## src/rtl/cplx_fixed_pkg.sv

```systemverilog
// cplx_fixed_pkg
// Shared fixed-point helpers for the complex multiplier/adder/accumulator
// family. Data is N-bit sign-magnitude with N-1 fractional bits.
//   N_DEF        : default data width
//   acc_w()      : accumulator width for summing LEN full-scale samples
//   sm_to_tc()   : sign-magnitude -> two's complement (negative zero -> 0)
//   tc_to_sm_sat(): two's complement -> saturated sign-magnitude, {sat, sm}
// The helpers work on MAX_W-bit containers so one function serves every width.
package cplx_fixed_pkg;

  localparam int N_DEF = 16;
  localparam int MAX_W = 64;

  typedef struct packed {
    logic             sat;
    logic [MAX_W-1:0] sm;
  } sm_sat_t;

  // One extra guard bit beyond clog2(len) covers the sign growth of |sum|.
  function automatic int acc_w(input int n, input int len);
    return n + $clog2(len) + 1;
  endfunction

  function automatic logic signed [MAX_W-1:0] sm_to_tc(input logic [MAX_W-1:0] sm,
                                                       input int width);
    logic [MAX_W-1:0] mag;
    mag = sm & ((64'd1 << (width - 1)) - 64'd1);
    return sm[width-1] ? -$signed(mag) : $signed(mag);
  endfunction

  function automatic sm_sat_t tc_to_sm_sat(input logic signed [MAX_W-1:0] tc,
                                           input int n);
    logic             neg;
    logic [MAX_W-1:0] mag;
    logic [MAX_W-1:0] max_mag;
    sm_sat_t          r;
    neg     = tc < 0;
    mag     = neg ? $unsigned(-tc) : $unsigned(tc);
    max_mag = (64'd1 << (n - 1)) - 64'd1;
    r.sat   = mag > max_mag;
    // neg implies mag != 0, so negative zero can never be produced here.
    if (r.sat) r.sm = ({{(MAX_W-1){1'b0}}, neg} << (n - 1)) | max_mag;
    else       r.sm = ({{(MAX_W-1){1'b0}}, neg} << (n - 1)) | mag;
    return r;
  endfunction

endpackage

```

## src/rtl/cplx_dot_accum_conv.sv

```systemverilog
// sm_sat_conv
// Combinational two's-complement to N-bit sign-magnitude converter with
// saturation to full-scale magnitude.
//   tc  : signed accumulator value, ACC_W bits
//   sm  : sign-magnitude result, N bits
//   sat : |tc| exceeded 2^(N-1)-1
module sm_sat_conv
  import cplx_fixed_pkg::*;
#(
  parameter int N     = N_DEF,
  parameter int ACC_W = N + 3
) (
  input  logic signed [ACC_W-1:0] tc,
  output logic        [N-1:0]     sm,
  output logic                    sat
);

  sm_sat_t r;
  logic    unused_hi;

  assign r         = tc_to_sm_sat(MAX_W'(tc), N);
  assign sm        = r.sm[N-1:0];
  assign sat       = r.sat;
  assign unused_hi = ^r.sm[MAX_W-1:N];

endmodule

```

## src/rtl/cplx_dot_accum.sv

```systemverilog
// cplx_dot_accum
// Accumulates LEN complex sign-magnitude products into one saturated
// complex dot-product term with a sticky overflow flag.
//   clk, rst                      : clock, async active-high reset
//   in_valid/in_ready             : input handshake
//   in_re, in_im, in_ovr          : product sample and its overflow flag
//   out_valid/out_ready           : output handshake
//   out_re, out_im, out_ovr       : held result until accepted
// States: ACC accepts samples; DONE holds the result, input stalled.
module cplx_dot_accum
  import cplx_fixed_pkg::*;
#(
  parameter int N   = N_DEF,
  parameter int LEN = 4
) (
  input  logic         clk,
  input  logic         rst,
  input  logic         in_valid,
  output logic         in_ready,
  input  logic [N-1:0] in_re,
  input  logic [N-1:0] in_im,
  input  logic         in_ovr,
  output logic         out_valid,
  input  logic         out_ready,
  output logic [N-1:0] out_re,
  output logic [N-1:0] out_im,
  output logic         out_ovr
);

  localparam int ACC_W = acc_w(N, LEN);
  localparam int CNT_W = $clog2(LEN);

  typedef enum logic {ACC, DONE} state_t;

  state_t                   state;
  logic [CNT_W-1:0]         cnt;
  logic signed [ACC_W-1:0]  acc_re, acc_im;
  logic signed [ACC_W-1:0]  smp_re, smp_im;
  logic signed [ACC_W-1:0]  sum_re, sum_im;
  logic                     ovr_acc;
  logic [N-1:0]             cv_re, cv_im;
  logic                     sat_re, sat_im;
  logic                     accept, last;

  assign smp_re = ACC_W'(sm_to_tc(MAX_W'(in_re), N));
  assign smp_im = ACC_W'(sm_to_tc(MAX_W'(in_im), N));
  assign sum_re = acc_re + smp_re;
  assign sum_im = acc_im + smp_im;
  assign accept = in_valid & in_ready;
  assign last   = cnt == CNT_W'(LEN - 1);

  // Converters see acc+sample so the final sample lands in the result.
  sm_sat_conv #(.N(N), .ACC_W(ACC_W)) u_conv_re (.tc(sum_re), .sm(cv_re), .sat(sat_re));
  sm_sat_conv #(.N(N), .ACC_W(ACC_W)) u_conv_im (.tc(sum_im), .sm(cv_im), .sat(sat_im));

  always_ff @(posedge clk or posedge rst) begin
    if (rst) begin
      state     <= ACC;
      cnt       <= '0;
      acc_re    <= '0;
      acc_im    <= '0;
      ovr_acc   <= 1'b0;
      in_ready  <= 1'b1;
      out_valid <= 1'b0;
      out_re    <= '0;
      out_im    <= '0;
      out_ovr   <= 1'b0;
    end else begin
      case (state)
        ACC: begin
          if (accept) begin
            if (last) begin
              out_re    <= cv_re;
              out_im    <= cv_im;
              out_ovr   <= ovr_acc | in_ovr | sat_re | sat_im;
              out_valid <= 1'b1;
              in_ready  <= 1'b0;
              acc_re    <= '0;
              acc_im    <= '0;
              ovr_acc   <= 1'b0;
              cnt       <= '0;
              state     <= DONE;
            end else begin
              acc_re  <= sum_re;
              acc_im  <= sum_im;
              ovr_acc <= ovr_acc | in_ovr;
              cnt     <= cnt + 1'b1;
            end
          end
        end
        DONE: begin
          if (out_ready) begin
            out_valid <= 1'b0;
            in_ready  <= 1'b1;
            state     <= ACC;
          end
        end
        default: state <= ACC;
      endcase
    end
  end

endmodule

```

## config.mk

```make
export PLATFORM = sky130hd
export DESIGN_NAME = cplx_dot_accum
export DESIGN_NICKNAME = d
export VERILOG_FILES = /design/src/rtl/cplx_fixed_pkg.sv /design/src/rtl/cplx_dot_accum_conv.sv /design/src/rtl/cplx_dot_accum.sv
export SDC_FILE = /design/constraint.sdc
export NUM_CORES = 1
export LEC_CHECK = 0
export CAP_MARGIN = 5
export CELL_PAD_IN_SITES_DETAIL_PLACEMENT = 1
export CELL_PAD_IN_SITES_GLOBAL_PLACEMENT = 2
export CORE_ASPECT_RATIO = 1.4
export CORE_UTILIZATION = 32
export DETAILED_ROUTE_END_ITERATION = 8
export GPL_ROUTABILITY_DRIVEN = 0
export PLACE_DENSITY = 0.8
export SYNTH_ARGS = -nofsm -noshare
export SYNTH_HDL_FRONTEND = slang
export SYNTH_HIERARCHICAL = 1
export SYNTH_SLANG_ARGS = --single-unit
```

## constraint.sdc

```tcl
create_clock -name clk -period 3.95 [get_ports clk]
set_input_delay 0.5925 -clock clk [delete_from_list [all_inputs] [get_ports clk]]
set_output_delay 0.5925 -clock clk [all_outputs]
set_load 0.01 [all_outputs]
```

Word-level counts from Yosys, hierarchy flattened
Cells that the tools add are included.

cells by class
  add/subtract/negate cells = 7
  order comparisons = 4
  eq/ne operators = 4
  multiplexer cells = 22
  bitwise operators = 7
  reductions and logical operators = 3

operators by type and width
  kind                  count
  $gt 64x15->1 const B  2
  $mux 64               2
  $neg 19->64           2
  $mux 19               4
  $add 19x19->19        2
  $lt 19x1->1 const B   2
  $neg 15->19           2
  $mux 16               2
  $or 16x16->16         2
  $mux 1                10
  $ne 2x2->1 const B    3
  $pmux 1 s2            3
  $reduce_and 3->1      2
  $or 1x1->1            3
  $add 2x1->2 const B   1
  $eq 2x2->1 const B    1
  $mux 2                1
  $reduce_and 2->1      1
  $and 1x1->1           1
  $not 1->1             1

word-level totals
  register bits = 77
  input bits = 37
  output and inout port bits = 35
  word-level logic and storage cells = 57

Logic depth before layout (Yosys ltp)
Gate-level depths: netlist (run 1).

  depth after elaboration = 8
  mapped depth = 22
  depth with buffers taken out = 21

By module
The synthesis (run 1) kept the hierarchy.

by module, submodules not included
  module          times used  cells an instance  area an instance (sq um)
  cplx_dot_accum  1           540                5,271.3
  sm_sat_conv     2           72                 473.0

Worst setup path before layout (run 1)
OpenSTA, ideal clock, no wires.

  kind = input to register
  from = input in_re[6]
  to = register out_ovr
  setup time = 139 ps
  data arrival time = 4,965 ps
  setup slack = -1,153 ps
  cell stages on the path = 19
  buffers on the path = 1
  cells stage by stage = or4_4 > or3_1 > o41ai_1 > xnor2_1 > ha_1 > a21o_1 > o21bai_1 > a21o_1 > a41o_1 > a21oi_1 > xnor2_1 > or3_2 > nor2_1 > a31oi_1 > a22oi_2 > buf_6 > inv_1 > nor4_1 > o21ai_0

on the way
  cells in the longest elaborated chain, start to end = 8

RTL lines
  what                                               RTL line                                    RTL
  from (decl)                                        cplx_dot_accum.sv:20                        input logic [N-1:0] in_re,
  $neg 15->19                                        cplx_fixed_pkg.sv:28                        return sm[width-1] ? -$signed(mag) : $signed(mag);
  $mux 19 *                                          cplx_fixed_pkg.sv:28
  $add 19x19->19 *                                   cplx_dot_accum.sv:47                        assign sum_re = acc_re + smp_re;
  net sum_re[14]                                     cplx_dot_accum.sv:39                        logic signed [ACC_W-1:0] sum_re, sum_im;
  $neg 19->64 / $lt 19x1->1 (equally long branches)  cplx_fixed_pkg.sv:38, cplx_fixed_pkg.sv:37
  $mux 64 *                                          cplx_fixed_pkg.sv:38                        mag = neg ? $unsigned(-tc) : $unsigned(tc);
  $gt 64x15->1 *                                     cplx_fixed_pkg.sv:40                        r.sat = mag > max_mag;
  net sat_re                                         cplx_dot_accum.sv:42                        logic sat_re, sat_im;
  $or 1x1->1 * (2 in a row)                          cplx_dot_accum.sv:75                        out_ovr <= ovr_acc | in_ovr | sat_re | sat_im;
  to (signal assigned)                               cplx_dot_accum.sv:75
  to (decl)                                          cplx_dot_accum.sv:27                        output logic out_ovr

Mark *: on every way through the listed nets, which the timed path passes. The rest lies on a longest branch.
A chain may end at the register's enable or synchronous reset.

Final worst setup path (run 1)
  from = input in_re[3]
  to = register out_re[8]

on the way
  cells in the longest elaborated chain, start to end = 7

RTL lines
  what                                                  RTL line                                    RTL
  $neg 15->19                                           cplx_fixed_pkg.sv:28
  $mux 19 *                                             cplx_fixed_pkg.sv:28
  $add 19x19->19 *                                      cplx_dot_accum.sv:47
  net sum_re[16]                                        cplx_dot_accum.sv:39
  $neg 19->64 / $lt 19x1->1 (equally long branches)     cplx_fixed_pkg.sv:38, cplx_fixed_pkg.sv:37
  $mux 64 *                                             cplx_fixed_pkg.sv:38
  $gt 64x15->1 / $or 16x16->16 (equally long branches)  cplx_fixed_pkg.sv:40, cplx_fixed_pkg.sv:43
  $mux 16 *                                             cplx_fixed_pkg.sv:42                        if (r.sat) r.sm = ({{(MAX_W-1){1'b0}}, neg} << (n - 1)) | max_mag;
  net cv_re[8]                                          cplx_dot_accum.sv:41                        logic [N-1:0] cv_re, cv_im;
  to (signal assigned)                                  cplx_dot_accum.sv:73                        out_re <= cv_re;
  to (decl)                                             cplx_dot_accum.sv:25                        output logic [N-1:0] out_re,

Marks and branches as above.

==> results of run 1 <==
state kept, by name, summed over array words and instances, names as in the netlist:
register	flops
acc_im	19
acc_re	19
cnt	2
in_ready	1
out_im	16
out_ovr	1
out_re	16
out_valid	1
ovr_acc	1
state	1
routing by layer:
layer / part of all wire [%] / GRT usage [%] / up-vias
met5: 0 / 0 / -
met4: 4.0 / 11.6 / 0
met3: 2.1 / 3.18 / 61
met2: 58 / 47.2 / 105
met1: 36 / 23.6 / 3281
li1: - / - / 3054
stage by stage:
stage / area, µm² / hold slack [ns] / worst slack (ns) / total power (W) / TNS (ns)
6_report: 10000 / 0.487 / -0.611 / 0.0104 / -15.10
5_1_grt: 10000 / 0.513 / -0.771 / 0.0111 / -20.06
4_1_cts: 9590 / 0.493 / -0.593 / 0.00970 / -15.40
3_5_place_dp: 8740 / 0.477 / -1.52 / 0.00797 / -47.81
3_3_place_gp: 8740 / 0.462 / -1.38 / 0.00768 / -42.58
2_1_floorplan: 6340 / 0.450 / -0.771 / 0.00499 / -16.11
worst max-delay path, cell delays in order:
cell	delay (ns)
buf_6	0.09
or4_4	0.53
or3_4	0.36
o41ai_4	0.31
xnor2_2	0.17
ha_1	0.26
a21o_1	0.20
o21bai_4	0.18
a21o_1	0.16
a41o_1	0.24
buf_6	0.13
o41ai_4	0.24
xnor2_2	0.23
nor2b_4	0.09
a21oi_2	0.12
a31oi_1	0.11
a22oi_2	0.18
buf_6	0.15
buf_6	0.12
nand2_1	0.06
mux2_2	0.26
cells in the final DEF (no fill, tap or decap), types with 6 or more instances in the layout:
| cell type | netlist | layout |
|---|---|---|
| a211oi_2 | 0 | 7 |
| a21o_1 | 12 | 12 |
| a21oi_1 | 29 | 16 |
| a21oi_2 | 0 | 12 |
| a22o_1 | 30 | 30 |
| a31oi_1 | 8 | 6 |
| buf_4 | 0 | 212 |
| buf_6 | 2 | 16 |
| clkbuf_16 | 0 | 9 |
| clkdlybuf4s50_1 | 0 | 52 |
| dfrtp_1 | 76 | 76 |
| dlygate4sd2_1 | 0 | 7 |
| ha_1 | 44 | 39 |
| inv_1 | 15 | 10 |
| mux2_2 | 28 | 18 |
| mux2_4 | 0 | 14 |
| nand2_1 | 101 | 76 |
| nand2_2 | 0 | 17 |
| nand2_4 | 0 | 8 |
| nand3_1 | 7 | 6 |
| nor2_1 | 27 | 22 |
| nor2b_1 | 10 | 8 |
| nor3_1 | 12 | 6 |
| o21a_1 | 8 | 8 |
| o21ai_0 | 32 | 22 |
| o21ai_1 | 9 | 16 |
| o31ai_1 | 14 | 8 |
| or4_4 | 6 | 8 |
| xnor2_1 | 48 | 36 |
| xnor2_2 | 0 | 10 |
| xor2_1 | 35 | 33 |
timing repair:
item | in CTS | in global routing
buffers inserted | 20 | 7
resized for setup | 137 | 83
pin swaps | 47 | 44
setup endpoints to repair | 38 | 33
gates cloned | 1 | 1
layout make-up:
cell class,instances,area (µm²),share of cell area [%]
clock inverter,7,104,1.04
timing repair buffer,298,2470,24.6
clock buffer,9,225,2.25
multi-input combinational,561,4920,49.2
inverter,15,56.3,0.562
sequential,77,1930,19.2
tap,248,310,3.10
power breakdown:
group          leakage, nW  internal, W  switching [W]  total, W
Combinational         3.45      0.00393        0.00407   0.00800
Sequential           0.902      0.00117       0.000309   0.00148
Clock                0.155     0.000563       0.000389  0.000952
Total                 4.50      0.00566        0.00477    0.0104
cell usage after synthesis (all sizes together) (9+ instances only):
| library cell | count |
|---|---|
| a21o | 12 |
| clkbuf | 29 |
| a211oi | 11 |
| xor2 | 36 |
| nor2b | 10 |
| nand2 | 101 |
| a21oi | 29 |
| nor3 | 12 |
| inv | 15 |
| or4 | 12 |
| xnor2 | 49 |
| o21ai | 41 |
| mux2 | 33 |
| dfrtp | 76 |
| ha | 44 |
| o31ai | 14 |
| nor2 | 27 |
| o21a | 9 |
| a22o | 30 |
worst min path at each step:
stage,cells after the start,slack (ns),endpoint
floorplan,2,0.45,cnt[1]
global placement,2,0.46,cnt[1]
detailed placement,2,0.48,out_valid
CTS,2,0.49,out_valid
global route,2,0.51,in_ready
finish,2,0.49,out_valid
kinds of logic (layout without fill, tap and decap cells):
family / count (synthesis) / count (layout) / share of synthesized area, %
AOI/OAI and AO/OA: 189 / 189 / 21.8
buffers and inverters: 46 / 329 / 3.02
adders and majority gates: 46 / 46 / 9.50
muxes: 33 / 33 / 5.98
xor gates and xnor gates: 85 / 85 / 12.4
and+or+nand+nor: 208 / 208 / 16.3
DFF: 77 / 77 / 31.0
==> results.sh, run 1 <==
export IMPL_drv_slew=0
export IMPL_antenna_found_initial=0
export IMPL_synthDistinctLibCells=59
export IMPL_relSlewSlack_pct=46.6
export IMPL_cellLeakagePower_nw=4.50
export IMPL_syn_to_final_growth_pct=61.1
export IMPL_crit_end="out_re[8]"
export IMPL_synth_ff_latch_count=77
export IMPL_grt_pass1_wl_um=37500
export IMPL_synth_fp_nets=767
export IMPL_cts_root_buf="clkbuf_16"
export IMPL_synth_area_leader_cell="dfrtp_1"
export IMPL_numCtsBuffers=9
export IMPL_coreArea_um2=19100
export IMPL_fillCellCount=2166
export IMPL_totalWireLength_um=23500
export IMPL_clock_sinks=77
export IMPL_yosys_warnings=6
export IMPL_vias=6501
export IMPL_drt_iter0_drc=237
export IMPL_fin_cells=1215
export IMPL_grt_pass1_vias=7354
export IMPL_grt_total_usage_pct=23.8
export IMPL_h_tree_depth=3
export IMPL_die_w_um=120
export IMPL_min_period_over_period_pct=115
export IMPL_reg2reg_to="out_ovr"
export IMPL_dieArea_um2=20000
export IMPL_synth_async_reset_ratio_pct=100
export IMPL_hold_class="reg -> reg"
export IMPL_rsz0062_at_grt="true"
export IMPL_critPathKind="in -> reg"
export IMPL_cts_tree="done"
export IMPL_ir_drop_v=0.000393
export IMPL_holdCritStartpoint="out_valid"
export IMPL_ant_nets=0
export IMPL_dp_cells=1173
export IMPL_clkSlewWorstSetupHoldPaths_ns=0.07
export IMPL_crit_fanout=6
export IMPL_finalSetupViolCount=31
export IMPL_cts_hold_buf=0
export IMPL_drtPass1Iterations=6
export IMPL_viasPerCell=5.35
export IMPL_status="finished with violations"
export IMPL_ff2ff_setup_slack_ns=0.04
export IMPL_layout_setup_ws_ns=-0.611
export IMPL_syn_area_um2=6220
export IMPL_reg2reg_depth=17
export IMPL_cap_violations=0
export IMPL_ios=72
export IMPL_grt_max_degree=47
export IMPL_rows=60
export IMPL_drive_gt1_share_pct=44.2
export IMPL_r2r_start="acc_re[0]"
export IMPL_worstMarginPinSlew_ns=0.800
export IMPL_start_util_pct=32.5
export IMPL_antenna_cells=0
export IMPL_critPathLaunchType="input port"
export IMPL_clock_path_buffers=2
export IMPL_avgSynthCellArea_um2=9.09
export IMPL_endpoint_kind="register"
export IMPL_synth_cells=684
export IMPL_final_core_util_pct=52.3
export IMPL_skew_ns=0.00959
export IMPL_grt_remaining_overflow=0
export IMPL_nets=1045
export IMPL_clock_latency_ns=0.36
export IMPL_synth_top_area_share_pct=30.6
export IMPL_min_period_ns=4.56
export IMPL_ys_flop_type="dfrtp_1"
export IMPL_ys_seq_area_share_pct=31.0
export IMPL_place_hpwl_um=17100
export IMPL_hold_violations=0
export IMPL_die_h_um=167
export IMPL_violations="setup timing"
export IMPL_synth_edf_count=0
export IMPL_max_freq_mhz=219
export IMPL_worstPathArrival_ns=4.80
export IMPL_post_drt_wl_per_cell_um=19.3
export IMPL_drc_errors=0
export IMPL_synth_area_leaders="dfrtp_1, ha_1, xnor2_1, nand2_1, mux2_2"
export IMPL_power_density_nw_per_um2=1040
export IMPL_cp_required_ns=4.19
export IMPL_numPortBuffers=71
export IMPL_cp_startpoint="in_re[3]"
No activity file was read; power rests on OpenSTA's default activity.
==> run 2: changes to the inputs <==
Settings changed: CORE_UTILIZATION 32 to 36, PLACE_DENSITY 0.8 to 0.85.
Clock period 3.95 ns to 4.6 ns, I/O delays scaled along.
==> run 2 against run 1 <==
Compared with the run above: largest power group unchanged; cell area fell by 1.5%; utilization rose by 6.4 points; sequential power fell by 14%; the flow still finishes with violations (setup timing); setup slack improved by 0.13 ns; critical path depth did not move; cell count fell by 4.4%; via count rose by 3.6%; non-clock buffer count fell by 8.
==> results.sh, run 2 (synthesis results as in run 1) <==
export IMPL_critPathLaunchType="input port"
export IMPL_cp_common_cell="buf_4"
export IMPL_cap_violations=0
export IMPL_path_depth=21
export IMPL_cp_required_ns=4.84
export IMPL_reg2reg_depth=15
export IMPL_antenna_cells=0
export IMPL_clock_latency_ns=0.36
export IMPL_clock_path_buffers=2
export IMPL_drv_slew=0
export IMPL_crit_fanout=8
export IMPL_cpPeakStageDelay_ns=0.54
export IMPL_regArea_um2=1930
export IMPL_worstPathArrival_ns=5.33
export IMPL_final_common_cell="buf_4"
export IMPL_cellLeakagePower_nw=4.45
export IMPL_status="finished with violations"
export IMPL_violations="setup timing"
export IMPL_rows=56
export IMPL_hold_ws_ns=0.486
export IMPL_final_cell_mix="buf_4, nand2_1, dfrtp_1"
export IMPL_worst_path_max_delay_cell="or4_4"
export IMPL_grt_pass1_vias=7425
export IMPL_dp_slack_ns=-1.06
export IMPL_min_period_over_period_pct=110
export IMPL_place_hpwl_um=17200
export IMPL_finalInstanceArea_um2=9870
export IMPL_drtPass1Iterations=4
export IMPL_die_w_um=113
export IMPL_coreArea_um2=16800
export IMPL_critPathKind="in -> reg"
export IMPL_post_dp_cell_area_um2=8540
export IMPL_grt_max_degree=46
export IMPL_nets=1037
export IMPL_antenna_found_initial=0
export IMPL_ios=72
export IMPL_fin_cells=1162
export IMPL_relSlewSlack_pct=58.0
export IMPL_post_drt_wl_per_cell_um=22.7
export IMPL_cts_tree="done"
export IMPL_totalWireLength_um=26300
export IMPL_drt_iter0_drc=321
export IMPL_layout_setup_ws_ns=-0.482
export IMPL_endpoint_kind="register"
export IMPL_numCtsBuffers=9
export IMPL_cts_hold_buf=0
export IMPL_hold_violations=0
export IMPL_numPortBuffers=71
export IMPL_dieArea_um2=17800
export IMPL_clkSlewWorstSetupHoldPaths_ns=0.07
export IMPL_clock_sinks=77
export IMPL_dp_cells=1114
export IMPL_skew_ns=0.00967
export IMPL_path_cells="buf_6 -> or4_4 -> buf_6 -> or3_4 -> o41ai_4 -> buf_4 -> buf_4 -> nand2_1 -> xor2_1 -> ha_2 -> buf_4 -> nand4_1 -> o21bai_2 -> xor2_2 -> buf_4 -> buf_4 -> o2111ai_1 -> a22oi_2 -> buf_6 -> o211ai_1 -> mux2_4"
export IMPL_hold_class="reg -> reg"
export IMPL_syn_to_final_growth_pct=58.8
export IMPL_viasPerCell=5.79
export IMPL_ant_nets=0
export IMPL_drive_gt1_share_pct=42.3
export IMPL_power_density_nw_per_um2=922
export IMPL_max_freq_mhz=197
export IMPL_drc_errors=0
export IMPL_cts_root_buf="clkbuf_16"
export IMPL_largestRegisters="acc_im (19), acc_re (19)"
export IMPL_grt_remaining_overflow=0
export IMPL_ir_drop_v=0.000419
export IMPL_die_h_um=157
export IMPL_worstMarginPinSlew_ns=0.626
export IMPL_min_period_ns=5.08
export IMPL_h_tree_depth=3
export IMPL_start_util_pct=37.0
export IMPL_cp_num_buf_inv=8
export IMPL_whs_path_depth=2
export IMPL_finalSetupViolCount=31
export IMPL_grt_total_usage_pct=28.0
export IMPL_grt_pass1_wl_um=38100
export IMPL_rsz0062_at_grt="true"
export IMPL_fillCellCount=1856
export IMPL_vias=6732
export IMPL_multi_input_area_um2=4890
export IMPL_crit_family="compound AO/OA/AOI/OAI gates"
run 2: worst register-to-register path, stage by stage (launching register included):
cell	delay, ns
dfrtp_1	0.40
ha_1	0.22
fa_1	0.42
a211oi_1	0.23
nor2_1	0.11
o31a_1	0.36
nand3_1	0.13
nand2_1	0.08
xor2_1	0.20
or4_4	0.55
or4_1	0.55
o2111ai_1	0.29
a22oi_2	0.14
buf_6	0.17
o211ai_1	0.10
mux2_4	0.19
run 2: per-layer routing:
metal | vias to the layer above | global-route usage (%) | routed length [µm]
met4 | 0 | 19.4 | 1780
met2 | 211 | 54.0 | 14400
met1 | 3373 | 27.1 | 9220
li1 | 3040 | - | -
met5 | - | 0 | 0
met3 | 108 | 4.27 | 924
run 2: layout make-up:
| type | instances | area share (%) |
|---|---|---|
| clock buffer | 9 | 2.28 |
| clock inverter | 7 | 0.824 |
| inverter | 15 | 0.570 |
| multi-input combinational | 561 | 49.5 |
| sequential | 77 | 19.5 |
| tap | 203 | 2.57 |
| timing repair buffer | 290 | 24.7 |
run 2: report_power, final:
group / switching [W] / total (W) / internal [W] / leakage, nW
sequential: 0.000263 / 0.00127 / 0.00100 / 0.902
combinational: 0.00370 / 0.00706 / 0.00337 / 3.40
clock: 0.000339 / 0.000768 / 0.000430 / 0.152
run 2: path summary, 6_finish.rpt:
check / from / to / slack (ns)
min in group asynchronous: rst / acc_im[16] / 0.71
worst max register to register: acc_re[0] / out_re[1] / 0.41
worst min-delay path: in_ready / in_ready / 0.49
max in group asynchronous: rst / out_re[10] / 3.04
worst min register to register: in_ready / in_ready / 0.49
worst max-delay path: in_re[3] / out_re[1] / -0.48
run 2: through the flow:
stage,util (%),total power [W],TNS [ns]
finish,58.7,0.00910,-9.32
global route,58.7,0.00952,-12.00
CTS,55.9,0.00824,-5.26
detailed placement,50.8,0.00683,-29.32
global placement,50.8,0.00656,-24.01
floorplan,-,0.00425,-2.33
run 2: repair_timing:
item                       4_1_cts  5_1_grt
setup buffers                   24        9
setup endpoints to repair       31       31
pin swaps                       40       49
gates cloned                     1        0
gates resized for setup         94      107
==> patch 1 (settings of run 1) <==
Set the package constant `MAX_W` to 96 (it was 64).
--- a/src/rtl/cplx_fixed_pkg.sv
+++ b/src/rtl/cplx_fixed_pkg.sv
@@ -10,5 +10,5 @@
 
   localparam int N_DEF = 16;
-  localparam int MAX_W = 64;
+  localparam int MAX_W = 96;
 
   typedef struct packed {
Function: kept (Yosys induction, for registers that start in step).
==> patch 1 against run 1 <==
The flow still finishes with violations (setup timing); count of clock-buffer cells in the layout up 3; sequential share of layout area shrank 0.47 points; synthesized area up 0.93%; wire length is 4.3% higher; sequential cell count is the same; cell area grew 2.5%; largest cell class unchanged; highest routed layer unchanged; worst setup slack worse by 0.28 ns; register-to-register slack lost 0.19 ns; critical path depth down 1.
Power is left out: the tool's default activity adds up to more than one toggle a clock period on the data nets, which glitch-free logic cannot reach.
==> patch 1: results (changes against run 1) <==
| Metric | Value |
|---|---|
| Placed Instances | `1180 (was 1173)` |
| XOR/XNOR Fraction of Synth Area | `12.7% (was 12.4%)` |
| Number of iterations in the first detailed-routing pass | `4 (was 6)` |
| FFs w/ async S/R, synth | `100% (unchanged)` |
| Crit path max fanout | `8 (was 6)` |
| Synth Net Count | `775 (was 767)` |
| CP Launch Point | `in_re[6] (was in_re[3])` |
| Post-synthesis mux area share | `6.24% (was 5.98%)` |
| Post-Place Setup Slack | `-1.54 ns (was -1.52 ns)` |
| Crit-path leading delay family | `simple AND/OR/NAND/NOR gates (was compound AO/OA/AOI/OAI gates)` |
| Final setup fails | `32 (was 31)` |
| Synth cell types | `55 (was 59)` |
| 1st-iter DRT viols | `232 (was 237)` |
| P&R area growth vs syn | `63.6% (was 61.1%)` |
| Share of cells above drive strength 1 | `43.3% (was 44.2%)` |
| Final period util | `123% (was 115%)` |
| Data arrival, critical path | `5.07 ns (was 4.80 ns)` |
| Sequential area share after synthesis | `30.7% (was 31.0%)` |
| Post CTS Setup Buffer Count | `14 (was 20)` |
| Via count | `6759 (was 6501)` |
| Outcome | `finished, violations left (unchanged)` |
| WL final | `24500 um (was 23500 um)` |
| Avg WL per Cell | `19.8 um (was 19.3 um)` |
| Slew HR | `26.6% (was 46.6%)` |
| # fillers | `2176 (was 2166)` |
| Placed Instance Area | `8880 um2 (was 8740 um2)` |
| R2R Setup Slk | `-0.15 ns (was 0.04 ns)` |
| First-pass GRT wire length | `37600 um (was 37500 um)` |
| Setup tns final | `-25.18 ns (was -15.10 ns)` |
| Hold Crit Start | `in_ready$_DFFE_PP1P_ (was out_valid$_DFFE_PP0P_)` |
| Hold slack | `0.498 ns (was 0.487 ns)` |
| Post-CTS sizing | `117 (was 137)` |
| Compound-cell area share of the yosys netlist | `20.4% (was 21.8%)` |
| Post-route setup slack | `-0.892 ns (was -0.611 ns)` |
| DP Wirelength | `17700 um (was 17100 um)` |
| Adder-Cell Fraction of Synth Area | `9.41% (was 9.50%)` |
| Synth area leaders | `dfrtp_1, ha_1, xnor2_1 (unchanged)` |
| Vias in the first global route | `7603 (was 7354)` |
| Total track usage | `23.6% (was 23.8%)` |
| Failing checks | `setup timing (unchanged)` |
| Syn Area/Cell | `9.07 um2 (was 9.09 um2)` |
==> patch 1: per-layer routing <==
| metal | global-route usage [%] | vias to the layer above | part of all wire, % |
|---|---|---|---|
| met4 | 14.3 | 0 | 5.2 |
| met2 | 48.6 | 118 | 59 |
| li1 | - | 3124 | - |
| met3 | 2.66 | 83 | 1.7 |
| met1 | 21.2 | 3434 | 34 |
| met5 | 0 | - | 0 |
==> patch 1: final cells by class <==
class | count | area share (%)
clock buffers | 12 | 2.40
clock inverters | 4 | 0.926
inverters | 19 | 0.695
multi-input cells | 564 | 48.6
flip-flops and latches | 77 | 18.8
well taps | 248 | 3.02
repair buffers | 314 | 25.6
==> patch 1: final timing paths <==
check                                          to  cells after the start
min                          in_ready$_DFFE_PP1P_                      2
max reg2reg                 out_im[8]$_DFFE_PP0P_                     16
max                         out_re[4]$_DFFE_PP0P_                     20
max in group asynchronous  acc_re[17]$_DFFE_PP0P_                      3
min in group asynchronous  out_re[13]$_DFFE_PP0P_                      2
min reg2reg                  in_ready$_DFFE_PP1P_                      2
==> patch 2 (settings of run 1) <==
Made on the original files. Make the reset (`rst`) synchronous in one clocked block. Comments in the files are not updated.
--- a/src/rtl/cplx_dot_accum.sv
+++ b/src/rtl/cplx_dot_accum.sv
@@ -54,5 +54,5 @@
   sm_sat_conv #(.N(N), .ACC_W(ACC_W)) u_conv_im (.tc(sum_im), .sm(cv_im), .sat(sat_im));
 
-  always_ff @(posedge clk or posedge rst) begin
+  always_ff @(posedge clk) begin
     if (rst) begin
       state     <= ACC;
Formal check against the unedited RTL: not equivalent (Yosys sat finds a counterexample within 10 cycles, from zero or initial values and one cycle with rst high; the reset may be asserted at any time).
==> patch 2 against run 1 <==
The run still ends with setup timing left; count of clock-buffer cells in the layout up 1; non-clock buffer count shrank 1; global-route usage up 0.85 points; synthesized area is 6.0% lower; die area down 5.9%; sequential share of layout area is 3.5 points lower; worst setup slack better by 0.056 ns; wire length grew 2.6%; cell area decreased by 2.4%; sequential cell count unchanged; clock skew fell by 0.0032 ns.
Power is not compared: it rests on default switching activity, and its combinational part moved more than twofold at a synthesized area within 25%.
==> patch 2: results (changes against run 1) <==
| Metric | Value |
|---|---|
| Post-Synthesis Cells | `744 (was 684)` |
| Final setup fails | `31 (unchanged)` |
| Synth area leaders | `dfxtp_1, ha_1, nand2_1 (was dfrtp_1, ha_1, xnor2_1)` |
| Vias per cell | `5.35 (about the same)` |
| Crit path max fanout | `5 (was 6)` |
| Clock Skews | `0.00637 ns (was 0.00959 ns)` |
| Met3 usage | `2.57% (was 3.18%)` |
| M2 GR Usage | `50.4% (was 47.2%)` |
| First-pass GRT wire length | `36400 um (was 37500 um)` |
| Critical path's largest stage delay | `0.51 ns (was 0.53 ns)` |
| Clk Latency, worst-skew pair | `0.34 ns (was 0.36 ns)` |
| Number of iterations in the first detailed-routing pass | `4 (was 6)` |
| Synth top cells by count | `nand2_1, dfxtp_1, a21oi_1 (was nand2_1, dfrtp_1, xnor2_1)` |
| Vias in the first global route | `7557 (was 7354)` |
| Post-route setup slack | `-0.556 ns (was -0.611 ns)` |
| Worst reg2reg path depth | `18 (was 17)` |
| R2r endpoint | `out_im[1]$_SDFFE_PP0P_ (was out_ovr$_DFFE_PP0P_)` |
| Failing checks | `setup timing (unchanged)` |
| DP Wirelength | `16900 um (was 17100 um)` |
| Total track usage | `24.7% (was 23.8%)` |
| Via count | `6758 (was 6501)` |
| WL final | `24100 um (was 23500 um)` |
| CP Launch Point | `in_im[0] (was in_re[3])` |
| Slew HR | `31.0% (was 46.6%)` |
| R2R Path Start | `acc_im[0]$_SDFFE_PP0P_ (was acc_re[0]$_DFFE_PP0P_)` |
| Hold Crit Start | `out_im[11]$_SDFFE_PP0P_ (was out_valid$_DFFE_PP0P_)` |
| FFs w/ async S/R, synth | `0% (was 100%)` |
| Top_reg_cell synth | `dfxtp_1 (was dfrtp_1)` |
| Outcome | `finished, violations left (unchanged)` |
| GR Layer Usage met1 | `22.4% (was 23.6%)` |
## patch 2: worst min-delay path by stage
stage | cells past startpoint | endpoint | slack (ns)
2_1_floorplan | 2 | acc_im[2]$_SDFFE_PP0P_ | 0.44
3_3_place_gp | 2 | cnt[1]$_SDFFE_PP0P_ | 0.45
5_1_grt | 2 | out_re[4]$_SDFFE_PP0P_ | 0.48
6_report | 2 | out_im[11]$_SDFFE_PP0P_ | 0.46
4_1_cts | 2 | out_im[11]$_SDFFE_PP0P_ | 0.46
3_5_place_dp | 2 | out_im[11]$_SDFFE_PP0P_ | 0.45
## patch 2: routing by layer
metal	routed length, um	vias to the layer above
met5	0	-
met4	1290	0
met3	495	80
met2	14200	136
met1	8060	3326
li1	-	3216
## patch 2: through the flow
step	setup TNS, ns	area [um2]	worst slack [ns]	hold slack, ns
6_report	-15.12	9780	-0.556	0.456
3_5_place_dp	-40.15	8240	-1.41	0.450
3_3_place_gp	-34.07	8240	-1.23	0.446
4_1_cts	-13.27	9270	-0.480	0.459
2_1_floorplan	-6.86	6040	-0.638	0.436
5_1_grt	-22.66	9780	-0.861	0.482
## patch 2: cells by family after synthesis
| kind of cell | share of synthesized area [%] |
|---|---|
| flip-flops | 26.4 |
| AND/OR/NAND/NOR | 20.4 |
| adder cells (fa/ha/maj) | 10.1 |
| AO/OA/AOI/OAI | 26.1 |
| XOR/XNOR | 12.9 |
| buffers and inverters | 4.19 |
## patch 2: power by group through the flow
| stage | clock (mW) | sequential [mW] | combinational, mW |
|---|---|---|---|
| 6_report | 0.924 | 0.950 | 3.41 |
| 5_1_grt | 0.970 | 0.957 | 3.63 |
| 4_1_cts | 0.932 | 0.938 | 3.05 |
| 3_5_place_dp | 0 | 0.951 | 2.66 |
| 3_3_place_gp | 0 | 0.948 | 2.55 |
| 2_1_floorplan | 0 | 0.923 | 1.45 |
## patch 2: worst max-delay path: cells and delay by family
kind,cells,cell delay [ns]
AOI/OAI and AO/OA,8,1.57
and+or+nand+nor,5,1.25
buffers and inverters,5,0.81
xor gates and xnor gates,2,0.28
adders and majority gates,1,0.27
## patch 2: what timing repair did
| item | 4_1_cts | 5_1_grt |
|---|---|---|
| endpoints found under the setup margin | 34 | 33 |
| resized for setup | 171 | 77 |
| pin swaps | 94 | 67 |
| cloned | 1 | 0 |
| setup buffers | 27 | 16 |
## patch 2: final cells by class
| class | instances | area (um2) | area share (%) |
|---|---|---|---|
| multi-input combinational | 614 | 5060 | 51.7 |
| timing repair buffer | 297 | 2470 | 25.3 |
| sequential | 77 | 1540 | 15.8 |
| tap | 240 | 300 | 3.07 |
| clock buffer | 10 | 229 | 2.34 |
| clock inverter | 6 | 93.8 | 0.960 |
| inverter | 20 | 80.1 | 0.819 |
